`src/rtl/recv_check_module_pkg.sv`:
```
// Shared definitions for the output-port packet checker.
// Holds the build defaults for bus/field sizing (mirroring the values
// shared with send_module), the err_flags bit indices and the FSM
// state encodings used by recv_check_module.
package recv_check_module_pkg;

    // Default sizing of the switch test build
    localparam int DEF_DATA_WIDTH  = 32;
    localparam int PORT_NUB_TOTAL  = 4;
    localparam int PRIORITY_NUM    = 8;
    localparam int DATA_LENGTH_MAX = 16;

    // err_flags bit positions
    localparam int FLAG_DEST   = 0;
    localparam int FLAG_LEN    = 1;
    localparam int FLAG_DATA   = 2;
    localparam int FLAG_SOP    = 3;
    localparam int FLAG_ORPHAN = 4;

    // Receive FSM states
    localparam logic [1:0] ST_IDLE    = 2'd0;
    localparam logic [1:0] ST_PAYLOAD = 2'd1;
    localparam logic [1:0] ST_DROP    = 2'd2;

endpackage

```
`src/rtl/recv_sat_counter.sv`:
```
// Saturating up-counter used for the good-packet and error counters.
// Ports:
//   clk - clock
//   rst - synchronous active-high reset
//   clr - synchronous clear (wins over inc)
//   inc - count request, ignored once the counter is all-ones
//   cnt - current count
module recv_sat_counter #(
    parameter int WIDTH = 16
) (
    input  logic             clk,
    input  logic             rst,
    input  logic             clr,
    input  logic             inc,
    output logic [WIDTH-1:0] cnt
);

    logic [WIDTH-1:0] cnt_q;

    always_ff @(posedge clk) begin
        if (rst || clr)
            cnt_q <= '0;
        else if (inc && !(&cnt_q))
            cnt_q <= cnt_q + 1'b1;
    end

    assign cnt = cnt_q;

endmodule

```
`src/rtl/recv_check_module.sv`:
```
// Per-port packet sink and checker for one output port of the switch.
// Decodes the send_module header beat, checks destination, length and the
// incrementing payload pattern, and keeps saturating counters plus sticky
// error flags for VIO/ILA readout.
// Optional feature macro: RECV_PAYLOAD_CHECK_EN enables payload comparison
// and the DATA flag; without it err_flags[2] stays 0.
// Ports:
//   clk, rst              - clock, synchronous active-high reset
//   rd_sop/eop/vld/data   - output-port read stream
//   ready                 - sink ready, ~hold
//   hold                  - backpressure request
//   clear                 - clears counters and sticky flags
//   done                  - one-cycle pulse per good packet
//   pkt_cnt, err_cnt      - saturating good / bad packet counts
//   err_flags             - sticky {ORPHAN, SOP, DATA, LEN, DEST}
//   last_src/priority/len - header fields of the last completed packet
module recv_check_module
    import recv_check_module_pkg::*;
#(
    parameter int RX_PORT        = 0,
    parameter int DATA_WIDTH     = DEF_DATA_WIDTH,
    parameter int WIDTH_SEL      = $clog2(PORT_NUB_TOTAL),
    parameter int WIDTH_PRIORITY = $clog2(PRIORITY_NUM),
    parameter int WIDTH_LENGTH   = $clog2(DATA_LENGTH_MAX)
) (
    input  logic                      clk,
    input  logic                      rst,
    input  logic                      rd_sop,
    input  logic                      rd_eop,
    input  logic                      rd_vld,
    input  logic [DATA_WIDTH-1:0]     rd_data,
    output logic                      ready,
    input  logic                      hold,
    input  logic                      clear,
    output logic                      done,
    output logic [31:0]               pkt_cnt,
    output logic [15:0]               err_cnt,
    output logic [4:0]                err_flags,
    output logic [WIDTH_SEL-1:0]      last_src,
    output logic [WIDTH_PRIORITY-1:0] last_priority,
    output logic [WIDTH_LENGTH-1:0]   last_len
);

    // Header layout, LSB first: dest, priority, length, src
    typedef struct packed {
        logic [WIDTH_SEL-1:0]      src;
        logic [WIDTH_LENGTH-1:0]   len;
        logic [WIDTH_PRIORITY-1:0] prio;
        logic [WIDTH_SEL-1:0]      dest;
    } hdr_t;

    localparam int HDR_W = $bits(hdr_t);
    localparam logic [WIDTH_SEL-1:0] RX_SEL = WIDTH_SEL'(RX_PORT);

    logic [1:0]            state_q, state_d;
    hdr_t                  hdr_q, hdr_d, new_hdr, cmp_hdr;
    logic [WIDTH_LENGTH:0] cnt_q, cnt_d;     // one extra bit: never wraps before the LEN check
    logic [4:0]            pflags_q, pflags_d; // in-packet SOP/DATA flags
    logic                  done_q;
    logic [4:0]            flags_q;
    logic [4:0]            cflags;
    logic                  acc, cmpl, len_err, orphan, good, bad;

    assign ready   = ~hold;
    assign acc     = rd_vld & ready;
    assign new_hdr = hdr_t'(rd_data[HDR_W-1:0]);

    always_comb begin
        state_d  = state_q;
        hdr_d    = hdr_q;
        cnt_d    = cnt_q;
        pflags_d = pflags_q;
        cmpl     = 1'b0;
        len_err  = 1'b0;
        orphan   = 1'b0;
        cmp_hdr  = hdr_q;
        if (acc) begin
            if (rd_sop) begin
                // A sop always (re)starts a packet; mid-packet it is flagged
                // against the packet it starts.
                hdr_d    = new_hdr;
                cmp_hdr  = new_hdr;
                cnt_d    = '0;
                pflags_d = '0;
                if (state_q != ST_IDLE)
                    pflags_d[FLAG_SOP] = 1'b1;
                if (rd_eop) begin
                    cmpl    = 1'b1;
                    len_err = (new_hdr.len != '0);
                    state_d = ST_IDLE;
                end else if (new_hdr.len == '0) begin
                    // zero-length header without eop: count already reached
                    cmpl    = 1'b1;
                    len_err = 1'b1;
                    state_d = ST_DROP;
                end else begin
                    state_d = ST_PAYLOAD;
                end
            end else begin
                case (state_q)
                    ST_PAYLOAD: begin
                        cnt_d = cnt_q + 1'b1;
`ifdef RECV_PAYLOAD_CHECK_EN
                        if (rd_data != DATA_WIDTH'(cnt_q))
                            pflags_d[FLAG_DATA] = 1'b1;
`endif
                        if (rd_eop) begin
                            cmpl    = 1'b1;
                            len_err = (cnt_d != {1'b0, hdr_q.len});
                            state_d = ST_IDLE;
                        end else if (cnt_d == {1'b0, hdr_q.len}) begin
                            cmpl    = 1'b1;
                            len_err = 1'b1;
                            state_d = ST_DROP;
                        end
                    end
                    ST_DROP: begin
                        if (rd_eop)
                            state_d = ST_IDLE;
                    end
                    default: orphan = 1'b1;
                endcase
            end
        end
    end

`ifndef RECV_PAYLOAD_CHECK_EN
    logic unused_data;
    assign unused_data = ^rd_data;
`endif

    always_comb begin
        cflags            = pflags_d;
        cflags[FLAG_LEN]  = len_err;
        cflags[FLAG_DEST] = (cmp_hdr.dest != RX_SEL);
    end

    assign good = cmpl && (cflags == '0);
    assign bad  = (cmpl && (cflags != '0)) || orphan;

    always_ff @(posedge clk) begin
        if (rst) begin
            state_q       <= ST_IDLE;
            hdr_q         <= '0;
            cnt_q         <= '0;
            pflags_q      <= '0;
            done_q        <= 1'b0;
            flags_q       <= '0;
            last_src      <= '0;
            last_priority <= '0;
            last_len      <= '0;
        end else begin
            state_q  <= state_d;
            hdr_q    <= hdr_d;
            cnt_q    <= cnt_d;
            pflags_q <= pflags_d;
            done_q   <= good & ~clear;
            if (clear)
                flags_q <= '0;
            else
                flags_q <= flags_q | (cmpl ? cflags : 5'b0) | {orphan, 4'b0};
            if (cmpl) begin
                last_src      <= cmp_hdr.src;
                last_priority <= cmp_hdr.prio;
                last_len      <= cmp_hdr.len;
            end
        end
    end

    assign done      = done_q;
    assign err_flags = flags_q;

    recv_sat_counter #(.WIDTH(32)) u_pkt_cnt (
        .clk (clk), .rst (rst), .clr (clear), .inc (good), .cnt (pkt_cnt)
    );

    recv_sat_counter #(.WIDTH(16)) u_err_cnt (
        .clk (clk), .rst (rst), .clr (clear), .inc (bad), .cnt (err_cnt)
    );

endmodule

```
`config.mk`:
```
export PLATFORM = sky130hd
export DESIGN_NAME = recv_check_module
export DESIGN_NICKNAME = d
export VERILOG_FILES = /design/src/rtl/recv_check_module_pkg.sv /design/src/rtl/recv_sat_counter.sv /design/src/rtl/recv_check_module.sv
export SDC_FILE = /design/constraint.sdc
export NUM_CORES = 1
export LEC_CHECK = 0
export ABC_AREA = 1
export BUFFER_PORTS_ARGS = -buffer_cell sky130_fd_sc_hd__buf_4
export CORE_ASPECT_RATIO = 1.1
export CORE_MARGIN = 2
export CORE_UTILIZATION = 55
export DETAILED_ROUTE_END_ITERATION = 8
export PLACE_DENSITY = 0.81
export SYNTH_ARGS = -nofsm -noshare
export SYNTH_HDL_FRONTEND = slang
export SYNTH_SLANG_ARGS = --single-unit
export TNS_END_PERCENT = 5
```
`constraint.sdc`:
```
create_clock -name clk -period 6.83 [get_ports clk]
set_input_delay 0.683 -clock clk [delete_from_list [all_inputs] [get_ports clk]]
set_output_delay 0.683 -clock clk [all_outputs]
set_load 0.005 [all_outputs]
```
==> results.txt <==
outcome: finished, final reports clean
synthesized cell area: 0.00454 mm^2
Max Buffers Root-to-Sink: 2
first-pass GRT wire length: 19,000 um
CTS Root Cell: clkbuf_8
CTS clk-pin slew, worst paths: 0.09 ns
Pleak: 2.13 nW
Max Fclk: 0.289 GHz
Final Max Tran Viols: 0
worst clock skew: 0.0136 ns
wire per inst: 13.2 um
Clock Latency Late Sink: 0.38 ns
hold buffers post-CTS: 0
RSZ-0062 raised after global routing: no
Hold Path Depth: 2
syn_nets: 710
share of cells above drive strength 1: 15.0%
Clock Sinks: 84
GPL Wtd Cong: 0.915
Seq/Total Area, Yosys: 37.1%
Die X: 90.6 um
DRC: 0
multi-input logic area: 0.00257 mm^2
I/O pins: 103
vias in the first global route: 4,207
die area: 0.00899 mm^2
Crit Path Class: reg2reg
initial antenna violation count: 0
max_cap viols: 0
largest net degree at the start of global routing: 33
setup ws final: 3.37 ns
Hold EP: pflags_q[2]$_SDFF_PP0_
Final nets: 783
synth top area cells: dfxtp_1 37%, nand2_1 17%, a21oi_1 7.4%, nor2_1 7.4%, xor2_1 4.2%
post-route clock period utilization: 50.6%
Startpoint Class: register
PortBufs: 81
Max VDD drop: 0.117 mV
pre-CTS WS: 3.16 ns
Routed WL: 11,200 um
ant diodes: 0
Synth-to-Final Area Change: 18.3%
GRT Overall Usage: 25.5%
remaining antenna violation count after routing: 0
H-tree levels: 3
Layout fillers: 725
synth warn: 0
post-synthesis register bit count: 84
die height: 99.3 um
Worst EP arrival: 3.76 ns
Synth top area share: 37.1%
Req. time, crit path: 7.14 ns
post-synth top area cell: dfxtp_1
final setup vio count: 0
Pre-antenna DRT Iters: 5
top_reg_cell synth: dfxtp_1
Vias/cell: 5.33
setup tns final: 0 ns
Fin. Hold Viols: 0
min-delay worst type: reg2reg
Syn Inst Count: 662
crit path max fanout: 32
CTS Buf Count: 9
vias: 4,521
Worst-Margin Slew: 0.978 ns
FF+latch area: 0.00168 mm^2
post-cts resize count: 0
Synth cell types: 33
syn avg cell area: 6.85 um^2
Rel. slew slack: 34.6%
RR Startpoint: cnt_q[0]$_SDFFE_PP0P_
drt initial violations: 218
CTS tree: yes
DP HPWL: 8160 um
core box area: 0.00796 mm^2
Reg2Reg Depth: 12
Post-CTS Setup Bufs: 0
reg-to-reg endpoint: u_pkt_cnt.cnt[10]$_SDFFE_PP0P_
final hold slack: 0.461 ns
asr flop ratio synth: 0%
Core Util, Final: 67.4%
Worst setup EP type: register
num rows: 34
Hold Startpoint: pflags_q[2]$_SDFF_PP0_
total gr overflow: 0
register-to-register setup slack: 3.37 ns
pwr dens: 172 mW/mm^2
EDFF count, synth: 0
min Tclk post-route: 3.46 ns
Initial Utilization: 57.0%
==> cells by family after synthesis <==
kind of cell | Yosys count | share of synthesized area, %
AOI/OAI and AO/OA | 89 | 10.5
xor gates and xnor gates | 40 | 7.72
adders and majority gates | 9 | 2.48
buffers and inverters | 65 | 6.29
DFF | 84 | 37.1
muxes | 7 | 1.54
and+or+nand+nor | 368 | 34.4
==> area by class of cell <==
cell class | instances | share of cell area, %
clock buffer | 9 | 2.31
clock inverter | 7 | 1.24
inverter | 44 | 3.08
multi-input combinational | 513 | 47.9
sequential | 84 | 31.3
tap | 108 | 2.52
timing repair buffer | 83 | 11.6
==> per-stage QoR <==
stage	instance area, um^2	total power, mW	std cells
floorplan	4540	0.550	662
global placement	5170	0.570	832
detailed placement	5170	0.572	832
CTS	5370	0.925	848
global route	5370	0.956	848
finish	5370	0.921	848
==> synth_stat cells, types with 2 or more instances <==
cell / instances
nor2_1: 89
nand3_1: 38
nand3b_1: 7
buf_2: 3
inv_2: 3
buf_6: 4
inv_1: 41
a21oi_1: 67
buf_4: 2
dfxtp_1: 84
o21ai_0: 15
nand2_1: 206
nand4_1: 10
a31oi_1: 2
nor3_1: 9
clkbuf_1: 11
xor2_1: 22
nand2_4: 3
ha_1: 9
xnor2_1: 18
mux2i_1: 7
==> power breakdown <==
part           switching, mW  total, mW  leakage [nW]  internal, mW
Combinational         0.0395     0.0618          1.35        0.0223
Sequential           0.00370      0.499         0.678         0.495
Clock                  0.192      0.360        0.0992         0.168
==> metal layers <==
layer  track usage [%]  vias up  share of wire, %
met5                 0        -                 0
met3              5.45       16               5.1
li1                  -     2272                 -
met2              43.4      115                48
met1              32.2     2118                45
met4              8.88        0               1.6
==> flip-flops by register name, summed over array words and instances, names as in the netlist <==
register and cells:
pflags_q 3, hdr_q 11, cnt_q 5, u_pkt_cnt.cnt 32, state_q 2, err_flags 5, last_priority 3, last_len 4
last_src 2, u_err_cnt.cnt 16, done 1
==> how the worst max path moves through the flow <==
stage,startpoint,end,slack (ns),depth (start not counted)
detailed placement,rd_data[8],u_pkt_cnt.cnt[3]$_SDFFE_PP0P_,3.16,11
global placement,rd_data[8],u_pkt_cnt.cnt[28]$_SDFFE_PP0P_,3.24,11
global route,cnt_q[0]$_SDFFE_PP0P_,u_pkt_cnt.cnt[5]$_SDFFE_PP0P_,3.03,12
finish,cnt_q[0]$_SDFFE_PP0P_,u_pkt_cnt.cnt[10]$_SDFFE_PP0P_,3.37,12
CTS,cnt_q[0]$_SDFFE_PP0P_,u_pkt_cnt.cnt[3]$_SDFFE_PP0P_,3.37,12
floorplan,rd_data[8],u_err_cnt.cnt[0]$_SDFFE_PP0P_,4.41,14
==> placed cells by master, fill, tap and decap left out, types with 2 or more instances in the layout <==
cell type	netlist	routed
a21oi_1	67	67
ha_1	9	9
inv_2	3	3
buf_4	2	83
nand3b_1	7	7
nor3_1	9	9
xnor2_1	18	18
xor2_1	22	22
dfxtp_1	84	84
nand2_1	206	206
nand2_4	3	3
mux2i_1	7	7
inv_1	41	41
a31oi_1	2	2
clkinv_2	0	4
clkbuf_8	0	9
o21ai_0	15	15
nor2_1	89	89
nand4_1	10	10
nand3_1	38	38
==> critical path: stages, from the launching register on <==
cell and delay [ns]:
dfxtp_1 0.43, ha_1 0.28, xor2_1 0.12, nand2_1 0.09, nand2_1 0.06, nor2_1 0.10, nand2_1 0.09, ha_1 0.22
a211oi_4 0.84, nand3_2 0.21, nor2_4 0.62, nand2_1 0.13, a21oi_1 0.18
Power figures use the tool's default switching activity.
